### config.mk
export PLATFORM = sky130hd
export DESIGN_NAME = uart_byte_rx
export DESIGN_NICKNAME = d
export VERILOG_FILES = /design/src/rtl/uart_byte_rx_pkg.sv /design/src/rtl/uart_byte_rx_baud_tick.sv /design/src/rtl/uart_byte_rx.sv
export SDC_FILE = /design/constraint.sdc
export NUM_CORES = 1
export LEC_CHECK = 0
export CAP_MARGIN = 20
export CORE_MARGIN = 3
export CORE_UTILIZATION = 52
export DETAILED_ROUTE_END_ITERATION = 10
export PLACE_DENSITY = 0.73
export RECOVER_POWER = 25
export SYNTH_ARGS = -nofsm -noshare
export SYNTH_HDL_FRONTEND = slang
export SYNTH_SLANG_ARGS = --single-unit
export TNS_END_PERCENT = 50
### constraint.sdc
create_clock -name clk -period 3.51 [get_ports clk]
set_input_delay 0.351 -clock clk [delete_from_list [all_inputs] [get_ports clk]]
set_output_delay 0.351 -clock clk [all_outputs]
set_load 0.05 [all_outputs]
### src/rtl/uart_byte_rx_pkg.sv
// Shared definitions for the 8N1 UART receiver.
//   - baud code constants carried on baud_set
//   - baud divider function: the tick divider reload value for a clock/baud pair
//   - receiver FSM state encoding
//   - 2-of-3 majority helper used by the bit vote
package uart_byte_rx_pkg;

    localparam logic [2:0] BAUD_9600   = 3'd0;
    localparam logic [2:0] BAUD_19200  = 3'd1;
    localparam logic [2:0] BAUD_38400  = 3'd2;
    localparam logic [2:0] BAUD_57600  = 3'd3;
    localparam logic [2:0] BAUD_115200 = 3'd4;

    // Width of the oversample tick divider counter.
    localparam int DIV_W = 9;

    typedef enum logic [1:0] {
        ST_IDLE  = 2'd0,
        ST_START = 2'd1,
        ST_DATA  = 2'd2,
        ST_STOP  = 2'd3
    } rx_state_t;

    // Divider reload: one tick every (DIV + 1) clocks gives 16 ticks per bit.
    function automatic logic [DIV_W-1:0] baud_div(input int clk_freq, input int baud);
        return DIV_W'(clk_freq / (baud * 16) - 1);
    endfunction

    function automatic logic maj3(input logic a, input logic b, input logic c);
        return (a & b) | (a & c) | (b & c);
    endfunction

endpackage

### src/rtl/uart_byte_rx_baud_tick.sv
// Oversample tick generator for the UART receiver.
// Latches the baud code when a frame starts and produces a one-cycle tick every
// DIV+1 clocks while the receiver is busy.
// Ports:
//   clk       in   system clock
//   reset     in   asynchronous, active-high reset
//   baud_set  in   baud code, sampled only on restart
//   restart   in   start-edge detect: latch baud_set, clear the divider
//   run       in   divider counts only while high (receiver outside IDLE)
//   tick      out  one-cycle oversample tick
module uart_baud_tick
    import uart_byte_rx_pkg::*;
#(
    parameter int CLK_FREQ = 50_000_000
) (
    input  logic       clk,
    input  logic       reset,
    input  logic [2:0] baud_set,
    input  logic       restart,
    input  logic       run,
    output logic       tick
);

    localparam logic [DIV_W-1:0] DIV_9600   = baud_div(CLK_FREQ, 9600);
    localparam logic [DIV_W-1:0] DIV_19200  = baud_div(CLK_FREQ, 19200);
    localparam logic [DIV_W-1:0] DIV_38400  = baud_div(CLK_FREQ, 38400);
    localparam logic [DIV_W-1:0] DIV_57600  = baud_div(CLK_FREQ, 57600);
    localparam logic [DIV_W-1:0] DIV_115200 = baud_div(CLK_FREQ, 115200);

    logic [2:0]       baud_lat;
    logic [DIV_W-1:0] div;
    logic [DIV_W-1:0] cnt;

    // Codes 5..7 fall back to 9600.
    always_comb begin
        case (baud_lat)
            BAUD_19200:  div = DIV_19200;
            BAUD_38400:  div = DIV_38400;
            BAUD_57600:  div = DIV_57600;
            BAUD_115200: div = DIV_115200;
            default:     div = DIV_9600;
        endcase
    end

    always_ff @(posedge clk or posedge reset) begin
        if (reset) begin
            baud_lat <= BAUD_9600;
            cnt      <= '0;
        end else if (restart) begin
            baud_lat <= baud_set;
            cnt      <= '0;
        end else if (run) begin
            cnt <= (cnt == div) ? '0 : cnt + DIV_W'(1);
        end
    end

    assign tick = run && (cnt == div);

endmodule

### src/rtl/uart_byte_rx.sv
// 8N1 UART byte receiver with 16x oversampling and 2-of-3 majority vote.
// Ports:
//   clk         in   system clock, all state on rising edge
//   reset       in   asynchronous, active-high reset
//   baud_set    in   0:9600 1:19200 2:38400 3:57600 4:115200 5-7:9600
//   uart_rx     in   serial line, idle high, asynchronous to clk
//   data_byte   out  last received byte, held until the next frame completes
//   rx_done     out  one-cycle strobe, data_byte valid in the same cycle
//   frame_err   out  one-cycle strobe with rx_done when the stop bit votes low
//   uart_state  out  high while a frame is in progress
module uart_byte_rx
    import uart_byte_rx_pkg::*;
#(
    parameter int CLK_FREQ   = 50_000_000,
    parameter int OVERSAMPLE = 16
) (
    input  logic       clk,
    input  logic       reset,
    input  logic [2:0] baud_set,
    input  logic       uart_rx,
    output logic [7:0] data_byte,
    output logic       rx_done,
    output logic       frame_err,
    output logic       uart_state
);

    localparam logic [3:0] LAST_TICK = 4'(OVERSAMPLE - 1);
    localparam logic [3:0] VOTE_A    = 4'd6;
    localparam logic [3:0] VOTE_B    = 4'd7;
    localparam logic [3:0] VOTE_C    = 4'd8;

    logic       meta;
    logic [1:0] sync;       // sync[0] newest synchronized sample, sync[1] one cycle older
    logic [2:0] prime;      // fills with ones once the synchronizer holds real line data
    rx_state_t  state;
    rx_state_t  state_next;
    logic       tick;
    logic       fall;
    logic       run;
    logic       restart;
    logic       bit_end;
    logic       vote_point;
    logic       voted;
    logic [3:0] bit_cnt;
    logic [2:0] bit_idx;
    logic [1:0] vote_smp;
    logic [7:0] shift;

    // Synchronizer. The flops reset to the idle level; the prime shifter keeps
    // a line that is already low at reset release from looking like a start edge.
    always_ff @(posedge clk or posedge reset) begin
        if (reset) begin
            meta  <= 1'b1;
            sync  <= 2'b11;
            prime <= 3'b000;
        end else begin
            meta  <= uart_rx;
            sync  <= {sync[0], meta};
            prime <= {prime[1:0], 1'b1};
        end
    end

    uart_baud_tick #(
        .CLK_FREQ (CLK_FREQ)
    ) u_baud_tick (
        .clk      (clk),
        .reset    (reset),
        .baud_set (baud_set),
        .restart  (restart),
        .run      (run),
        .tick     (tick)
    );

    always_comb begin
        fall       = prime[2] & sync[1] & ~sync[0];
        run        = (state != ST_IDLE);
        restart    = (state == ST_IDLE) && fall;
        bit_end    = tick && (bit_cnt == LAST_TICK);
        vote_point = tick && (bit_cnt == VOTE_C);
        voted      = maj3(vote_smp[0], vote_smp[1], sync[0]);
        state_next = state;
        case (state)
            ST_IDLE: begin
                if (fall) state_next = ST_START;
            end
            ST_START: begin
                // A start bit that votes high was a glitch.
                if (vote_point && voted)  state_next = ST_IDLE;
                else if (bit_end)         state_next = ST_DATA;
            end
            ST_DATA: begin
                if (bit_end && (bit_idx == 3'd7)) state_next = ST_STOP;
            end
            ST_STOP: begin
                // Leave mid stop bit so a following start edge is never missed.
                if (vote_point) state_next = ST_IDLE;
            end
            default: state_next = ST_IDLE;
        endcase
    end

    assign uart_state = run;

    always_ff @(posedge clk or posedge reset) begin
        if (reset) begin
            state     <= ST_IDLE;
            bit_cnt   <= '0;
            bit_idx   <= '0;
            data_byte <= 8'h00;
            rx_done   <= 1'b0;
            frame_err <= 1'b0;
        end else begin
            state <= state_next;
            if (state_next != state) bit_cnt <= '0;
            else if (tick)           bit_cnt <= bit_cnt + 4'd1;
            if (state != ST_DATA)    bit_idx <= '0;
            else if (bit_end)        bit_idx <= bit_idx + 3'd1;
            rx_done   <= (state == ST_STOP) && vote_point;
            frame_err <= (state == ST_STOP) && vote_point && !voted;
            if ((state == ST_STOP) && vote_point) data_byte <= shift;
        end
    end

    // Vote samples and the data shifter carry no control meaning, so no reset.
    always_ff @(posedge clk) begin
        if (tick && (bit_cnt == VOTE_A)) vote_smp[0] <= sync[0];
        if (tick && (bit_cnt == VOTE_B)) vote_smp[1] <= sync[0];
        if ((state == ST_DATA) && vote_point) shift[bit_idx] <= voted;
    end

endmodule

Yosys cells after proc, flatten, opt, wreduce, memory -nomap -nowiden:

Index checks and enable logic that the tools add are counted.

* input port bits: 6
* word-level logic and storage cells: 77
* bits in registers: 47

* mux-type cells: 17
* reductions and logical operators: 18
* magnitude comparators: 2
* equality and inequality tests: 15
* add/subtract/negate cells: 3
* bitwise logic cells: 8

Operators with widths (number)
* $pmux W9 S4: 1
* $mux W9: 3
* $logic_and A1 B1 Y1: 12
* $mux W2: 5
* $add A9 B1 Y9 const B: 1
* $eq A9 B9 Y1: 1
* $bwmux W8: 1
* $eq A4 B3 Y1 const B: 2
* $eq A4 B4 Y1 const B: 2
* $mux W4: 2
* $pmux W2 S4: 1
* $reduce_bool A2 Y1: 4
* $eq A3 B2 Y1 const B: 2
* $eq A3 B3 Y1 const B: 2
* $mux W3: 2
* $and A1 B1 Y1: 5
* $add A4 B1 Y4 const B: 1
* $eq A2 B2 Y1 const B: 2
* $lt A3 B4 Y1 const B: 1
* $add A3 B1 Y3 const B: 1
* $demux W1 S3: 1
* $eq A3 B1 Y1 const B: 1
* $ge A3 B1 Y1 const B: 1
* $eq A2 B1 Y1 const B: 1
* other kinds (7): 8

Longest topological paths before layout:

* depth in word-level cells: 10
* depth in mapped cells: 8
* gate-level depth less buffers: 7

Cells and area by module:

Synthesis repeated with hierarchy kept, for this count alone.

* cells, all modules: 226
* area total of the unflattened synthesis: 2349.8 um2

By module, submodules not included
* uart_byte_rx: area an instance 1460.2 um2, instances 1, cells an instance 127, sequential area each 929.6 um2
* uart_baud_tick: area an instance 889.6 um2, instances 1, cells an instance 99, sequential area each 300.3 um2

Worst setup path after synthesis:

No wires, ideal clock.

* kind: reg2reg
* start: register u_baud_tick.cnt[2]
* end: register shift[1] (enable)
* stages on the path, launching flop included: 8
* setup slack: 754 ps
* path buffers: 2
* data required time: 3184 ps
* period minus slack after synthesis: 2756 ps
* arrival: 2429 ps
* cell sequence: dfrtp_1 -> clkbuf_1 -> or4b_2 -> o211a_1 -> a2111oi_4 -> nand2_1 -> clkbuf_1 -> nor4_1

* word-level cells in the longest chain between the ends: 4

RTL lines
* from (decl): RTL line uart_byte_rx_baud_tick.sv:32 `logic [DIV_W-1:0] cnt;`
* from (signal assigned): RTL line uart_byte_rx_baud_tick.sv:53 `cnt <= (cnt == div) ? '0 : cnt + DIV_W'(1);`
* $eq A9 B9 Y1: RTL line uart_byte_rx_baud_tick.sv:57 `assign tick = run && (cnt == div);`
* $logic_and A1 B1 Y1: RTL line uart_byte_rx_baud_tick.sv:57
* $logic_and A1 B1 Y1: RTL line uart_byte_rx.sv:79 `vote_point = tick && (bit_cnt == VOTE_C);`
* $logic_and A1 B1 Y1: RTL line uart_byte_rx.sv:128 `if ((state == ST_DATA) && vote_point) shift[bit_idx] <= voted;`
* to (signal, indexed assignment): RTL line uart_byte_rx.sv:128
* to (decl): RTL line uart_byte_rx.sv:47 `logic [7:0] shift;`

No other way between the ends.
A chain may end at the register's enable or synchronous reset.

Final worst setup path:

* start: register u_baud_tick.baud_lat[2]
* end: register data_byte[2]

* word-level cells in the longest chain between the ends: 6
* elaborated cells between the ends (all ways): 9
* those cells by class: 5 x eq/ne; 1 x mux; 3 x reduce/logical

RTL lines
* from (decl): RTL line uart_byte_rx_baud_tick.sv:30 `logic [2:0] baud_lat;`
* from (signal assigned): RTL line uart_byte_rx_baud_tick.sv:50 `baud_lat <= baud_set;`
* $eq A3 B3 Y1, or another cell as far along: RTL line uart_byte_rx_baud_tick.sv:36 `case (baud_lat)`
* $pmux W9 S4 *: RTL line uart_byte_rx_baud_tick.sv:36
* $eq A9 B9 Y1 *: RTL line uart_byte_rx_baud_tick.sv:57
* $logic_and A1 B1 Y1 *: RTL line uart_byte_rx_baud_tick.sv:57
* $logic_and A1 B1 Y1 *: RTL line uart_byte_rx.sv:79
* $logic_and A1 B1 Y1 *: RTL line uart_byte_rx.sv:120 `if ((state == ST_STOP) && vote_point) data_byte <= shift;`
* to (signal assigned): RTL line uart_byte_rx.sv:120
* to (decl): RTL line uart_byte_rx.sv:21 `output logic [7:0] data_byte,`

Every way passes the cells marked *; elsewhere a longest branch is shown, timed or not.

==> flow_metrics.py <==
metrics = {
    "placed_design": {
        "pre_cts_ws_ps": 474,
        "place_area_um2": 2680,
        "port-buffer-count": 16,
        "place.detailed.hpwl_um": 3310,
        "gp_congestion": 0.868,
    },
    "finish": {
        "fin_nets": 264,
        "seqCellArea_um2": 1230,
        "num-fill-cells": 382,
        "diodes": 0,
        "final_util_pct": 62.0,
        "multiInputGateArea_um2": 1170,
        "fin_area_um2": 2790,
        "drive_above_1_share_pct": 11.9,
        "area_growth_pct": 11.7,
    },
    "global_routing": {
        "antenna_found_initial": 0,
        "grt_max_degree": 38,
        "grt_pass1_wl_um": 7890,
        "grt.total_usage_pct": 18.4,
        "overflow": 0,
        "grt_pass1_vias": 1682,
    },
    "routing": {
        "ant_nets": 0,
        "routedWlPerCell_um": 15.6,
        "drc_errors": 0,
        "via_per_inst": 5.98,
        "wl_um": 4750,
        "drtPass1Iterations": 4,
        "via_count": 1823,
        "drt-initial-drc-count": 150,
    },
    "sta": {
        "max_freq_ghz": 0.331,
        "rsz0062_at_grt": "false",
        "maxSlewHeadroom_pct": -32.7,
        "min_period_over_period_pct": 86.1,
        "clock_skew_ps": 13.9,
        "hold_viol": 0,
        "worst_slew_pin_slew_ps": 1990,
        "holdWs_ps": 357,
        "fin_ws_ps": 488,
        "period_needed_ps": 3020,
        "finalSetupTns_ps": 0,
        "finalSetupViolCount": 0,
        "slew_violations": 38,
    },
    "worst_setup_path": {
        "cp.required_ps": 3710,
        "crit_type": "reg2reg",
        "cp_max_fo": 13,
        "rrSetupSlack_ps": 490,
        "end_kind": "flop",
        "arrival_ps": 3220,
        "start_kind": "flop",
    },
    "floorplanning": {
        "start_util_pct": 55.5,
        "die_area_um2": 5680,
        "die_x_um": 75.4,
        "rows": 24,
        "die_h_um": 75.4,
        "ioPinCount": 17,
        "design.core.area_um2": 4500,
    },
    "clock_tree": {
        "cts_max_level": 2,
        "clock-root-buffer": "clkbuf_8",
        "cts_setup_buffers": 0,
        "clk_latency_ps": 310,
        "clockBufferDepth": 2,
        "cts_made_buffers": 5,
        "cts_hold_buf": 0,
        "cts_tree": "yes",
        "cts_sinks": 47,
        "cts_resized": 0,
        "clkTransAtPathRegs_ps": 100,
    },
    "logic_synthesis": {
        "synthXorXnorAreaFrac_pct": 0.700,
        "synth_fa_ha_area_share_pct": 3.40,
        "postSynthAreaPerCell_um2": 10.3,
        "netlist.area_leader.share_pct": 34.0,
        "yosysWarnings": 0,
        "synth.area.top_cells": "dfrtp_1 34%, edfxtp_1 12%, mux2_2 5.0%",
        "synth-edff-count": 10,
        "ys.flop_type": "dfrtp_1",
        "synth_compound_area_share_pct": 12.9,
        "synth_fp_nets": 254,
        "yosysSeqAreaShare_pct": 49.2,
        "synth.area.mux_share_pct": 6.95,
        "synth_top_family_by_area": "simple AND/OR/NAND/NOR gates",
        "synth_cell_types": 52,
        "syn_area_um2": 2500,
        "async_reset_ff_share_pct": 78.7,
        "synthSimpleGateAreaFrac_pct": 22.6,
        "synth-seq-cells": 47,
        "synthCells": 242,
        "synth_top_area_cell": "dfrtp_1",
    },
    "status": {
        "status": "finished, violations left",
        "violations": "max-capacitance violations, max-slew violations",
    },
    "power_and_ir_drop": {
        "p_leak_uw": 0.00108,
        "cellPowerDensity_nw_per_um2": 543,
        "vdd_drop_max_uv": 252,
    },
    "min_path": {
        "hold_class": "reg2reg",
    },
    "job": {
        "maxCapViolCount": 1,
    },
}
[report_power, final]
group          total (uW)  internal, uW  leakage [uW]  switching [uW]
sequential            721           615      0.000567             106
combinational         386           164      0.000457             222
clock                 410           216     0.0000587             194
[sequential cells by signal, summed over array words and instances (netlist names)]
name and flops:
prime 3, frame_err 1, u_baud_tick.baud_lat 3, bit_idx 3
sync 2, shift 8, state 2, rx_done 1
data_byte 8, vote_smp 2, u_baud_tick.cnt 9, meta 1
bit_cnt 4
[Yosys cell counts (2+ instances only)]
master and instances:
dfrtp_1 34, nand2_1 27, clkbuf_1 14, nor2_1 13, mux2_2 11, nor3_1 11
edfxtp_1 10, nand3_1 10, inv_1 9, o21ai_0 8, nand4_1 7, nor4_1 7
o211ai_1 7, ha_1 6, mux2i_1 5, or3_1 5, nand2b_1 4, o31ai_1 4
a21oi_1 3, and2_1 3, and3_1 3, dfstp_2 3, nor4b_1 3, a2111oi_4 2
a221oi_1 2, a22oi_1 2, nor3b_1 2, or2_2 2, xor2_1 2
[final timing paths]
kind,start,endpoint,depth (start not counted)
max in group asynchronous,reset,u_baud_tick.cnt[6],3
setup reg to reg,u_baud_tick.baud_lat[2],data_byte[2],5
hold / removal,prime[1],prime[2],0
hold reg to reg,prime[1],prime[2],0
min in group asynchronous,reset,u_baud_tick.baud_lat[1],3
setup / recovery,u_baud_tick.baud_lat[2],data_byte[2],5
[placed cells by master (no fill, tap or decap), types with 3 or more instances in the layout]
cell             instances
nand2_1                 27
a21oi_1                  3
dfrtp_1                 34
o211ai_1                 7
mux2_2                  11
clkbuf_8                 5
nor4_1                   7
nor2_1                  13
inv_1                    9
nor3_1                  11
edfxtp_1                10
mux2i_1                  5
nor4b_1                  3
clkdlybuf4s50_1         14
and2_1                   3
nand4_1                  7
nand3_1                 10
o31ai_1                  4
o21ai_0                  8
nand2b_1                 4
or3_1                    5
ha_1                     6
and3_1                   3
[logic make-up after synthesis]
logic type      after synthesis
flops                        47
xor+xnor                      2
compound gates               39
mux                          16
other cells                   1
simple gates                105
buf+inv                      25
fa+ha+maj                     7
[stage by stage]
step                cells  total power, uW
finish                305             1520
global route          305             1620
CTS                   305             1520
detailed placement    297             1120
global placement      297             1110
floorplan             242             1040
[metal layers]
layer	vias to the layer above	global-route usage (%)	wire, um
li1	917	-	-
met1	848	27.0	2490
met2	51	25.9	1930
met3	7	4.49	249
met4	0	7.77	89
met5	-	0	0
[layout make-up]
cell class / count / area share [%]
clock buffer: 5 / 2.46
sequential: 47 / 44.0
clock inverter: 3 / 1.70
inverter: 9 / 1.21
multi-input combinational: 170 / 41.8
timing repair buffer: 19 / 6.41
tap: 52 / 2.33
[critical path: stages, from the launching register on]
cell and delay, ps:
dfrtp_1 500, or4b_1 550, o211a_2 180, or4_4 610, a2111oi_4 650, mux2_2 410
(Power assumes the default switching activity.)
